File: config.mk
export PLATFORM = sky130hd
export DESIGN_NAME = vga_img_scaler
export DESIGN_NICKNAME = d
export VERILOG_FILES = /design/src/rtl/vga_scaler_pkg.sv /design/src/rtl/vga_img_scaler_pipe_delay.sv /design/src/rtl/vga_img_scaler.sv
export SDC_FILE = /design/constraint.sdc
export NUM_CORES = 1
export LEC_CHECK = 0
export ABC_AREA = 1
export BUFFER_PORTS_ARGS = -buffer_cell sky130_fd_sc_hd__buf_2
export CORE_ASPECT_RATIO = 0.8
export CORE_MARGIN = 2
export CORE_UTILIZATION = 65
export DETAILED_ROUTE_END_ITERATION = 10
export GPL_TIMING_DRIVEN = 1
export HOLD_SLACK_MARGIN = 0.03
export MAX_ROUTING_LAYER = met4
export PLACE_DENSITY = 0.92
export SLEW_MARGIN = 30
export SYNTH_ARGS = -nofsm -noshare
export SYNTH_HDL_FRONTEND = slang
export SYNTH_SLANG_ARGS = --single-unit
File: constraint.sdc
create_clock -name i_clk -period 17.8 [get_ports i_clk]
set_clock_uncertainty 0.1 [all_clocks]
set_input_delay 2.67 -clock i_clk [delete_from_list [all_inputs] [get_ports i_clk]]
set_output_delay 2.67 -clock i_clk [all_outputs]
set_load 0.01 [all_outputs]
File: src/rtl/vga_scaler_pkg.sv
// Shared scale-mode codes and default visible-area timing for the VGA image scaler.
package vga_scaler_pkg;

    typedef enum logic [2:0] {
        MODE_1X    = 3'b000,
        MODE_ZOOM2 = 3'b001,
        MODE_ZOOM4 = 3'b010,
        MODE_DEC2  = 3'b011,
        MODE_DEC4  = 3'b100
    } scale_mode_e;

    localparam int H_ACTIVE_DEF = 640;
    localparam int V_ACTIVE_DEF = 480;

    // Codes above MODE_DEC4 are reserved and must never reach the mode register.
    function automatic logic mode_is_valid(input logic [2:0] i_code);
        return (i_code <= 3'b100);
    endfunction

endpackage

File: src/rtl/vga_img_scaler_pipe_delay.sv
// Fixed-depth shift register used to keep per-pixel flags aligned with the memory read.
module pipe_delay #(
    parameter int WIDTH = 1,
    parameter int DEPTH = 2
) (
    input  logic             i_clk,
    input  logic             i_rst_n,
    input  logic [WIDTH-1:0] i_d,
    output logic [WIDTH-1:0] o_q
);

    logic [WIDTH-1:0] r_stage [DEPTH];

    always_ff @(posedge i_clk or negedge i_rst_n) begin
        if (!i_rst_n) begin
            for (int i = 0; i < DEPTH; i++) begin
                r_stage[i] <= '0;
            end
        end else begin
            r_stage[0] <= i_d;
            for (int i = 1; i < DEPTH; i++) begin
                r_stage[i] <= r_stage[i-1];
            end
        end
    end

    assign o_q = r_stage[DEPTH-1];

endmodule

File: src/rtl/vga_img_scaler.sv
// Maps display coordinates onto a centred, scaled source image and returns the
// fetched pixel (or a border value) a fixed 2+MEM_LAT clocks later.
module vga_img_scaler
    import vga_scaler_pkg::*;
#(
    parameter int IMG_W    = 160,
    parameter int IMG_H    = 120,
    parameter int H_ACTIVE = H_ACTIVE_DEF,
    parameter int V_ACTIVE = V_ACTIVE_DEF,
    parameter int ADDR_W   = 17,
    parameter int PIX_W    = 8,
    parameter int MEM_LAT  = 2,
    parameter int BORDER   = 0
) (
    input  logic              i_clk,
    input  logic              i_rst_n,
    input  logic [2:0]        i_mode,
    input  logic              i_frame_start,
    input  logic [9:0]        i_next_x,
    input  logic [9:0]        i_next_y,
    output logic [ADDR_W-1:0] o_mem_addr,
    input  logic [PIX_W-1:0]  i_mem_q,
    output logic [PIX_W-1:0]  o_pixel_out,
    output logic              o_in_window,
    output logic [2:0]        o_mode_active
);

    localparam logic [PIX_W-1:0] BORDER_PIX = PIX_W'(BORDER);

    if ((4 * IMG_W > H_ACTIVE) || (4 * IMG_H > V_ACTIVE)) begin : g_bad_size
        $error("vga_img_scaler: 4x zoom of the source image does not fit the visible area");
    end
    if (IMG_W * IMG_H > (1 << ADDR_W)) begin : g_bad_addr
        $error("vga_img_scaler: source image does not fit the address space");
    end
    if ((MEM_LAT < 1) || (MEM_LAT > 4)) begin : g_bad_lat
        $error("vga_img_scaler: MEM_LAT must be 1..4");
    end

    scale_mode_e       r_mode_active;
    logic [31:0]       w_sw, w_sh, w_ox, w_oy;
    logic [1:0]        w_zsh, w_dsh;
    logic [31:0]       w_x, w_y, w_dx, w_dy, w_sx, w_sy;
    logic              w_inside;
    logic [ADDR_W-1:0] w_addr;
    logic [ADDR_W-1:0] r_addr_p1;
    logic              r_vld_p1;
    logic              w_vld_dly;
    logic [PIX_W-1:0]  r_pix_p2;
    logic              r_vld_p2;

    always_ff @(posedge i_clk or negedge i_rst_n) begin
        if (!i_rst_n) begin
            r_mode_active <= MODE_1X;
        end else if (i_frame_start && mode_is_valid(i_mode)) begin
            r_mode_active <= scale_mode_e'(i_mode);
        end
    end

    // Window geometry is a pure function of the active mode; zoom shifts the
    // offset right, decimate shifts it left.
    always_comb begin
        w_sw  = 32'(IMG_W);
        w_sh  = 32'(IMG_H);
        w_zsh = 2'd0;
        w_dsh = 2'd0;
        case (r_mode_active)
            MODE_ZOOM2: begin w_sw = 32'(2 * IMG_W); w_sh = 32'(2 * IMG_H); w_zsh = 2'd1; end
            MODE_ZOOM4: begin w_sw = 32'(4 * IMG_W); w_sh = 32'(4 * IMG_H); w_zsh = 2'd2; end
            MODE_DEC2:  begin w_sw = 32'(IMG_W / 2); w_sh = 32'(IMG_H / 2); w_dsh = 2'd1; end
            MODE_DEC4:  begin w_sw = 32'(IMG_W / 4); w_sh = 32'(IMG_H / 4); w_dsh = 2'd2; end
            default:    ;
        endcase
        w_ox = (32'(H_ACTIVE) - w_sw) >> 1;
        w_oy = (32'(V_ACTIVE) - w_sh) >> 1;
    end

    assign w_x = 32'(i_next_x);
    assign w_y = 32'(i_next_y);

    assign w_inside = (w_x < 32'(H_ACTIVE)) && (w_y < 32'(V_ACTIVE)) &&
                      (w_x >= w_ox) && (w_x < w_ox + w_sw) &&
                      (w_y >= w_oy) && (w_y < w_oy + w_sh);

    assign w_dx = w_x - w_ox;
    assign w_dy = w_y - w_oy;
    assign w_sx = (w_dx >> w_zsh) << w_dsh;
    assign w_sy = (w_dy >> w_zsh) << w_dsh;

    // IMG_W is an elaboration constant, so this reduces to shift-and-add.
    assign w_addr = w_inside ? ADDR_W'(w_sy * 32'(IMG_W) + w_sx) : '0;

    // ---- stage p1: address issue ----
    always_ff @(posedge i_clk or negedge i_rst_n) begin
        if (!i_rst_n) begin
            r_addr_p1 <= '0;
            r_vld_p1  <= 1'b0;
        end else begin
            r_addr_p1 <= w_addr;
            r_vld_p1  <= w_inside;
        end
    end

    pipe_delay #(
        .WIDTH (1),
        .DEPTH (MEM_LAT)
    ) u_flag_dly (
        .i_clk   (i_clk),
        .i_rst_n (i_rst_n),
        .i_d     (r_vld_p1),
        .o_q     (w_vld_dly)
    );

    // ---- stage p2: memory data capture ----
    always_ff @(posedge i_clk or negedge i_rst_n) begin
        if (!i_rst_n) begin
            r_pix_p2 <= BORDER_PIX;
            r_vld_p2 <= 1'b0;
        end else begin
            r_pix_p2 <= w_vld_dly ? i_mem_q : BORDER_PIX;
            r_vld_p2 <= w_vld_dly;
        end
    end

    assign o_mem_addr    = r_addr_p1;
    assign o_pixel_out   = r_pix_p2;
    assign o_in_window   = r_vld_p2;
    assign o_mode_active = r_mode_active;

endmodule

== After elaboration in Yosys (flattened, before gate mapping) ==
Index checks and enable logic that the tools add are counted.

* Flip-flop bits (word level): 32
* Output and inout bits: 29
* Logic and storage cells: 42
* Input bits: 34

* Shift operators: 4
* Magnitude comparators: 7
* Eq/ne operators: 4
* Mux-type cells: 6
* Reductions and logical operators: 6
* Multipliers: 1
* Add/sub/neg operators: 7

{| class="wikitable"
|+ Operators by type and width
! kind !! count
|-
| adder 31 x 32 -> 32 bit || 2
|-
| < comparator 10 x 32 -> 1 bit || 2
|-
| >> shifter 32 x 2 -> 32 bit || 2
|-
| subtractor 10 x 31 -> 32 bit || 2
|-
| >= comparator 10 x 31 -> 1 bit || 2
|-
| one-hot mux 10 bit (4 select lines) || 1
|-
| one-hot mux 9 bit (4 select lines) || 1
|-
| multiplier 32 x 3 -> 12 bit (second input constant) || 1
|-
| << shifter 32 x 2 -> 17 bit || 1
|-
| << shifter 32 x 2 -> 32 bit || 1
|-
| subtractor 10 x 32 -> 32 bit (first input constant) || 1
|-
| subtractor 9 x 32 -> 32 bit (first input constant) || 1
|-
| adder 17 bit || 1
|-
| 2-to-1 mux 17 bit || 1
|-
| < comparator 10 bit (second input constant) || 1
|-
| < comparator 10 x 9 -> 1 bit (second input constant) || 1
|-
| 2-to-1 mux 8 bit || 1
|-
| one-hot mux 2 bit (2 select lines) || 2
|-
| equality test 3 x 2 -> 1 bit (second input constant) || 2
|-
| logical AND 1 bit || 6
|-
| equality test 3 x 1 -> 1 bit (second input constant) || 1
|-
| equality test 3 bit (second input constant) || 1
|-
| <= comparator 3 bit (second input constant) || 1
|}

== Logic depth before layout (Yosys ltp) ==
Gate-level depths: netlist (run 1).

* Depth in word-level cells: 9
* Depth in mapped cells: 44

== Modules after synthesis ==
Synthesis (run 1) repeated with hierarchy kept, for this count alone.

* Cell total of the unflattened synthesis: 695
* Area total of the unflattened synthesis: 4584.4 um2

{| class="wikitable"
|+ By module, submodules not included
! module !! seq. area each (um2) !! instances !! area an instance (um2) !! cells each
|-
| vga_img_scaler || 750.7 || 1 || 4534.3 || 693
|-
| pipe_delay || 50.0 || 1 || 50.0 || 2
|}

== Worst setup path after synthesis (run 1) ==
No wires, ideal clock.

* Kind: input -> register
* From: in i_next_y[0]
* To: reg r_addr_p1[16] (netlist: o_mem_addr[16])
* Library setup time: 119 ps
* Path slack: 10602 ps
* Data arrival time: 6979 ps
* Data required time: 17581 ps
* Stages: 29
* Cell sequence: inv_1 -> ha_1 -> fa_1 -> o21ai_0 -> xor2_1 -> o21ai_0 -> mux2i_1 -> inv_1 -> o21ai_0 -> nand2_1 -> o21ai_1 -> ha_1 -> ha_1 -> inv_1 -> fa_1 -> o21ai_0 -> a21oi_1 -> o21ai_0 -> xnor2_1 -> inv_1 -> ha_1 -> nand2_1 -> nor2_1 -> nand2_1 -> o211ai_1 -> a31oi_1 -> nand3_1 -> a21oi_1 -> nor2_1

* Cells in the longest elaborated chain, start to end: 7

{| class="wikitable"
|+ Ends and longest elaborated chain
! item !! line !! RTL
|-
| start, declared || vga_img_scaler.sv:20 || <nowiki>input logic [9:0] i_next_y,</nowiki>
|-
| branches (longest 6 deep; another with subtractor 10 x 31 -> 32 bit) || - ||
|-
| 2-to-1 mux 17 bit * || vga_img_scaler.sv:91 || <nowiki>assign w_addr = w_inside ? ADDR_W'(w_sy * 32'(IMG_W) + w_sx) : '0;</nowiki>
|-
| net w_addr[16] || vga_img_scaler.sv:45 || <nowiki>logic [ADDR_W-1:0] w_addr;</nowiki>
|-
| end signal, assigned || vga_img_scaler.sv:99 || <nowiki>r_addr_p1 <= w_addr;</nowiki>
|-
| end, declared || vga_img_scaler.sv:46 || <nowiki>logic [ADDR_W-1:0] r_addr_p1;</nowiki>
|}

Mark *: on every way through the listed nets, which the timed path passes.
A chain may end at the register's enable or synchronous reset.

== Worst setup path after layout (run 1) ==
Same ends and word-level chain as after synthesis.

==> results.md, run 1 <==
- Most frequent cells in the layout: nand2_1, inv_1, ha_1
- Yosys warns: 0
- Antenna violations before repair: 0
- Pre-CTS setup slack: between 9 and 10 ns
- Vias per cell: roughly 5.8
- Largest net degree at the start of global routing: 33
- Reg2reg path depth: 40
- Syn Area/Cell: 6.57 sq um
- Psw: slightly above 500 uW
- Cells after Synth: 716
- Number of CTS-inserted buffers: 5
- Routed WL: about 13000 um
- Most common cell after layout, fill and taps aside: nand2_1
- Drt first pass iters: 5
- Die Wd: around 99 um
- Fmax: between 0.1 and 0.15 GHz
- Fin. max-slew vios: 0
- Die area: 7930 sq um
- Actual slew at the worst max-slew pin: between 0.7 and 0.8 ns
- Final HPWL DP: 10300 um
- CP Class: input port to register
- Maximum Capacitance Violations: 0
- Crit Path Max Fanout: 4
- Count of different cell masters after synthesis: 43
- Leak pwr: around 0.0030 uW
- Yosys reg bits: 32
- IO buf count: 62
- Dpl cell area: slightly above 5000 sq um
- Total gr overflow: 0
- Worst Hold Depth: 0
- R2R setup slack: 10.10 ns
- RSZ-0062 raised after global routing: false
- Clock power share: 7.6%
- Initial Util: roughly two thirds
- Gr usage total: 34.2%
- CP max-delay cell: fa_1
- Post-Syn Area: around 4700 sq um
- CP Capture Point: o_mem_addr[16]$_DFF_PN0_
- Nets: around 880
- Critical R2R Launch: o_mode_active[1]$_DFFE_PN0P_
- Slew HR: 52.3%
- Post-Layout Inst Area: 5170 sq um
- Wire per inst: between 10 and 15 um
- CP dominant cell by count: o21ai_0
- Vias in the first global route: about 4700
- Worst-Skew Late Latency: 0.28 ns
- Drt drc: 0
- Hold WC Path Type: register to register
- Share of cells above drive strength 1: between 10% and 20%
- Post-synthesis sequential area ratio: about 17%
- Crit start category: input port
- Reg2reg end: o_mem_addr[16]$_DFF_PN0_
- Ports: 63
- Hold Buf Count CTS: 0
- Final ANT Viol Nets: 0
- Tot Pwr: 916 uW
- CP endpoint kind: register
- Row Count: 27
- PD cells: 177 nW/um^2
- Most used DFF post-synth: dfrtp_1
- Worst Setup SP: i_next_y[0]
- Via count: 4991
- Min Tclk post-route: roughly 7.7 ns
- GPL Wtd Cong: a little over 1
- Status: finished, final reports clean
- Final worst path period share: between 40% and 50%
- Post-CTS Resized: 0
- Root Buffer Master: clkbuf_8
- Final setup margin: 10.10 ns
- H-tree levels: 2
- CTS tree: yes
- # setup viols final: 0
- Sequential Power Share: 9.5%
- TNS Setup: 0 ns
- # diodes: 0
- Area grow syn2layout: 10.0%
- Peak supply drop: 397 uV
- Max stage delay on crit path: 0.42 ns
- Sw Share: approximately 56%
- Final hold viol count: 0
- Comb pwr share: slightly above 80%
- EDFF count, synth: 0
- Min-delay src: r_vld_p1$_DFF_PN0_
- Global-route wire length before repair: around 21000 um
- Data arrival, critical path: 7.78 ns
- CTS max path bufs: 2
- Die extent in y: 80.1 um
- Internal: slightly above 400 uW
- Worst EP required: ~18 ns
- Initial DRC count: roughly 420
- Clock-pin slew on the worst setup and hold paths: around 0.07 ns
- Postcts setup bufs: 0
- Async set or reset register ratio after synthesis: between 90% and 100%
- Sink Count: 32
- Core Box Area: approximately 7000 sq um
[sequential cells by signal, summed over array words and instances, names as in the netlist]
| name | count |
|---|---|
| o_mem_addr | 17 |
| o_pixel_out | 8 |
| o_mode_active | 3 |
| o_in_window | 1 |
| r_vld_p1 | 1 |
| u_flag_dly.o_q | 1 |
| u_flag_dly.r_stage | 1 |
[cells in the mapped netlist (2+ instances only)]
master | instances | area, sq um
inv_1 | 97 | 364
o21ai_1 | 17 | 85.1
dfrtp_1 | 32 | 801
o21bai_1 | 4 | 30.0
a21oi_1 | 51 | 255
clkbuf_1 | 7 | 26.3
fa_1 | 4 | 80.1
nand3b_1 | 2 | 15.0
conb_1 | 2 | 7.51
a31oi_1 | 5 | 31.3
a211oi_2 | 2 | 25.0
nor2_1 | 41 | 154
buf_2 | 7 | 35.0
xnor2_1 | 13 | 114
nor3_1 | 4 | 20.0
buf_1 | 2 | 7.51
nand2_1 | 188 | 706
o21ai_2 | 2 | 17.5
nand3_1 | 39 | 195
xor2_1 | 14 | 123
and2_1 | 2 | 12.5
inv_2 | 8 | 30.0
o211ai_1 | 9 | 67.6
ha_1 | 75 | 938
nand4_1 | 12 | 75.1
a21boi_0 | 2 | 15.0
o21ai_0 | 50 | 250
mux2i_1 | 6 | 60.1
a21o_1 | 2 | 15.0
nor2_4 | 4 | 45.0
[final cells by class]
| cell class | instances | area, sq um |
|---|---|---|
| multi-input cells | 563 | 3440 |
| fillers | 582 | 1790 |
| flip-flops and latches | 32 | 801 |
| inverters | 106 | 398 |
| repair buffers | 63 | 318 |
| well taps | 87 | 109 |
| clock buffers | 5 | 68.8 |
| clock inverters | 3 | 42.5 |
[worst max-delay path, delay by kind of cell]
kind                       cells  cell delay, ns
AOI/OAI and AO/OA             10            1.99
adders and majority gates      6            1.88
and+or+nand+nor                6            0.51
buffers and inverters          5            0.32
xor gates and xnor gates       2            0.28
muxes                          1            0.13
[through the flow]
| step | util [%] | hold slack [ns] | cells |
|---|---|---|---|
| finish | 74.3 | 0.244 | 859 |
| global route | 74.3 | 0.244 | 859 |
| CTS | 74.3 | 0.243 | 859 |
| detailed placement | 72.7 | 0.237 | 851 |
| global placement | 72.7 | 0.235 | 851 |
| floorplan | - | 0.231 | 719 |
[per-layer routing]
layer  vias up  share of wire, %  GRT usage [%]
li1       2482                 -              -
met2       252                43           53.5
met1      2223                45           46.8
met3        34                11           5.92
met4         0               1.5           7.40
met5         -                 0              -
[power by group through the flow]
| stage | clock network (uW) | registers (uW) | logic, uW |
|---|---|---|---|
| 3_5_place_dp | 0 | 87.9 | 731 |
| 4_1_cts | 69.6 | 86.5 | 740 |
| 3_3_place_gp | 0 | 87.6 | 703 |
| 5_1_grt | 73.5 | 87.5 | 861 |
| 6_report | 69.7 | 86.6 | 760 |
| 2_1_floorplan | 0 | 89.9 | 571 |
[logic make-up after synthesis]
logic type	Yosys count	share of synthesized area [%]
AOI/OAI and AO/OA	149	17.8
xor gates and xnor gates	27	5.03
adders and majority gates	79	21.7
buffers and inverters	124	10.3
DFF	32	17.0
muxes	6	1.28
other	2	0.160
and+or+nand+nor	297	26.7
[how the worst min path moves through the flow]
| stage | slack [ns] | to |
|---|---|---|
| after floorplan | 0.23 | u_flag_dly.o_q$_DFF_PN0_ |
| after global placement | 0.24 | u_flag_dly.r_stage[1]$_DFF_PN0_ |
| after detailed placement | 0.24 | u_flag_dly.r_stage[1]$_DFF_PN0_ |
| after CTS | 0.24 | u_flag_dly.r_stage[1]$_DFF_PN0_ |
| after global routing | 0.24 | u_flag_dly.r_stage[1]$_DFF_PN0_ |
| final | 0.24 | u_flag_dly.r_stage[1]$_DFF_PN0_ |
(Power assumes the default switching activity.)
==> run 2: changes to the inputs <==
--- a/config.mk
+++ b/config.mk
@@ -9,12 +9,12 @@
 export BUFFER_PORTS_ARGS = -buffer_cell sky130_fd_sc_hd__buf_2
 export CORE_ASPECT_RATIO = 0.8
 export CORE_MARGIN = 2
-export CORE_UTILIZATION = 65
+export CORE_UTILIZATION = 54
 export DETAILED_ROUTE_END_ITERATION = 10
 export GPL_TIMING_DRIVEN = 1
 export HOLD_SLACK_MARGIN = 0.03
 export MAX_ROUTING_LAYER = met4
-export PLACE_DENSITY = 0.92
+export PLACE_DENSITY = 0.81
 export SLEW_MARGIN = 30
 export SYNTH_ARGS = -nofsm -noshare
 export SYNTH_HDL_FRONTEND = slang
==> constraint.sdc (replaced) <==
create_clock -name i_clk -period 6.6 [get_ports i_clk]
set_clock_uncertainty 0.1 [all_clocks]
set_input_delay 0.99 -clock i_clk [delete_from_list [all_inputs] [get_ports i_clk]]
set_output_delay 0.99 -clock i_clk [all_outputs]
set_load 0.01 [all_outputs]
==> run 2 against run 1 <==
Sequential share of layout area shrank 0.44 points. Non-clock buffer count grew 16. Cell count grew 4.8%. Clock-buffer cell count is the same. Sequential power grew to 2.7 times the previous value.
==> results.md, run 2 (synthesis results as in run 1) <==
- Status: finished, final reports clean
- Largest net degree at the start of global routing: 33
- Min Tclk post-route: just over 6 ns
- Leak pwr: roughly 0.0031 uW
- CP bufs+invs: 3
- Routed WL: ~14000 um
- TNS Setup: 0 ns
- Share of cells above drive strength 1: between 10 and 15%
- Final worst path period share: between 90 and 100%
- Peak supply drop: 751 uV
- Tot Pwr: between 2000 and 3000 uW
- Maximum Capacitance Violations: 0
- Crit start category: register
- Largest register FFs: 17
- # setup viols final: 0
- Drt drc: 0
- Die Wd: 108 um
- Drt first pass iters: 5
- Final hold viol count: 0
- Nets: 900
- Cell family with most CP delay: simple AND/OR/NAND/NOR gates
- Via count: between 4000 and 5000
- Post-Layout Inst Area: between 5000 and 6000 sq um
- Core Box Area: between 8000 and 9000 sq um
- Most common cell after layout, fill and taps aside: nand2_1
- Initial Util: a little under three fifths
- PD cells: about 470 nW/um^2
- CP Class: register to register
- Die area: between 9000 and 10000 sq um
- Area grow syn2layout: 13.8%
- Gr usage total: a little under a third
- # diodes: 0
- Total gr overflow: 0
- Root Buffer Master: clkbuf_8
- Crit Path Max Fanout: 29
- Vias per cell: roughly 5.5
- Global-route wire length before repair: 22400 um
- CP dominant cell by count: nand2_1
- Vias in the first global route: between 4000 and 5000
- Actual slew at the worst max-slew pin: roughly 0.70 ns
- Initial DRC count: about 400
- Hold Buf Count CTS: 0
- CTS max path bufs: 2
- Final setup margin: 0.494 ns
- Sink Count: 32
- CP max-delay cell: dfrtp_2
- IO buf count: 62
- Row Count: 30
- Hold WC Path Type: register to register
- Antenna violations before repair: 0
- Pre-CTS setup slack: approximately 0.13 ns
- Wire per inst: ~15 um
- Ports: between 60 and 70
- GPL Wtd Cong: 1.00
- Most frequent cells in the layout: nand2_1, inv_1, ha_1
- Max stage delay on crit path: roughly 0.46 ns
- Final HPWL DP: 11300 um
- Worst-Skew Late Latency: about 0.29 ns
- Final ANT Viol Nets: 0
- Fin. max-slew vios: 0
- Worst EP required: about 6.7 ns
- Hold Worst Slack: 0.257 ns
- CTS tree: yes
- Die extent in y: 87.5 um
- Data arrival, critical path: roughly 6 ns
- Slew HR: between 50 and 60%
- Fmax: approximately 0.16 GHz
- Number of CTS-inserted buffers: 5
- Clock-pin slew on the worst setup and hold paths: roughly 0.08 ns
- Dpl cell area: roughly 5200 sq um
- H-tree levels: 2
- CP endpoint kind: register
==> run 2: cell count changes in the layout (fill, tap and decap cells not counted), moves of 2 or more <==
cell | previous run | this run
o21ai_0 | 50 | 46
buf_4 | 1 | 16
nand2_1 | 188 | 186
dfrtp_1 | 32 | 29
dfrtp_2 | 0 | 3
nand2_2 | 1 | 3
o21ai_1 | 16 | 21
==> run 2: metrics by stage <==
stage | cells | util [%]
floorplan | 719 | -
global placement | 888 | 61.1
detailed placement | 888 | 61.1
CTS | 896 | 62.4
global route | 900 | 63.1
finish | 900 | 63.1
==> run 2: worst paths after layout <==
check,slack (ns),cells after the start,start,end
min in group asynchronous,0.63,1,i_rst_n,o_mode_active[1]$_DFFE_PN0P_
worst max register to register,0.49,37,o_mode_active[2]$_DFFE_PN0P_,o_mem_addr[16]$_DFF_PN0_
worst min register to register,0.26,0,u_flag_dly.r_stage[1]$_DFF_PN0_,u_flag_dly.o_q$_DFF_PN0_
worst min-delay path,0.26,0,u_flag_dly.r_stage[1]$_DFF_PN0_,u_flag_dly.o_q$_DFF_PN0_
worst max-delay path,0.49,37,o_mode_active[2]$_DFFE_PN0P_,o_mem_addr[16]$_DFF_PN0_
max in group asynchronous,5.27,1,i_rst_n,o_mode_active[0]$_DFFE_PN0P_
==> run 2: area by class of cell <==
cell class / instances / area (sq um)
clock buffers: 5 / 68.8
flip-flops and latches: 32 / 805
inverters: 106 / 398
clock inverters: 3 / 42.5
repair buffers: 79 / 450
fillers: 825 / 3130
multi-input cells: 563 / 3440
well taps: 112 / 140
==> run 2: worst reg2reg max path, delay by kind of cell (launching register included) <==
family / cells / cell delay, ns
adders and majority gates: 5 / 1.58
and+or+nand+nor: 21 / 2.14
xor gates and xnor gates: 1 / 0.15
DFF: 1 / 0.46
AOI/OAI and AO/OA: 7 / 1.15
buffers and inverters: 3 / 0.40
==> run 2: power breakdown <==
group	switching, uW	internal [uW]
clock	77.4	112
sequential	10.9	219
combinational	1310	788
total	1400	1120
==> run 2: routing by layer <==
metal	GRT usage [%]	vias to the layer above	part of all wire, %
met3	4.79	19	8.6
li1	-	2501	-
met5	-	-	0
met2	46.4	199	40
met1	45.5	2215	50
met4	5.13	0	1.3
==> run 2: timing repair <==
action                                 CTS  global route
setup endpoints to repair                0             3
buffers inserted                         0             4
resized for setup                        0            14
endpoints found under the hold margin    0             0
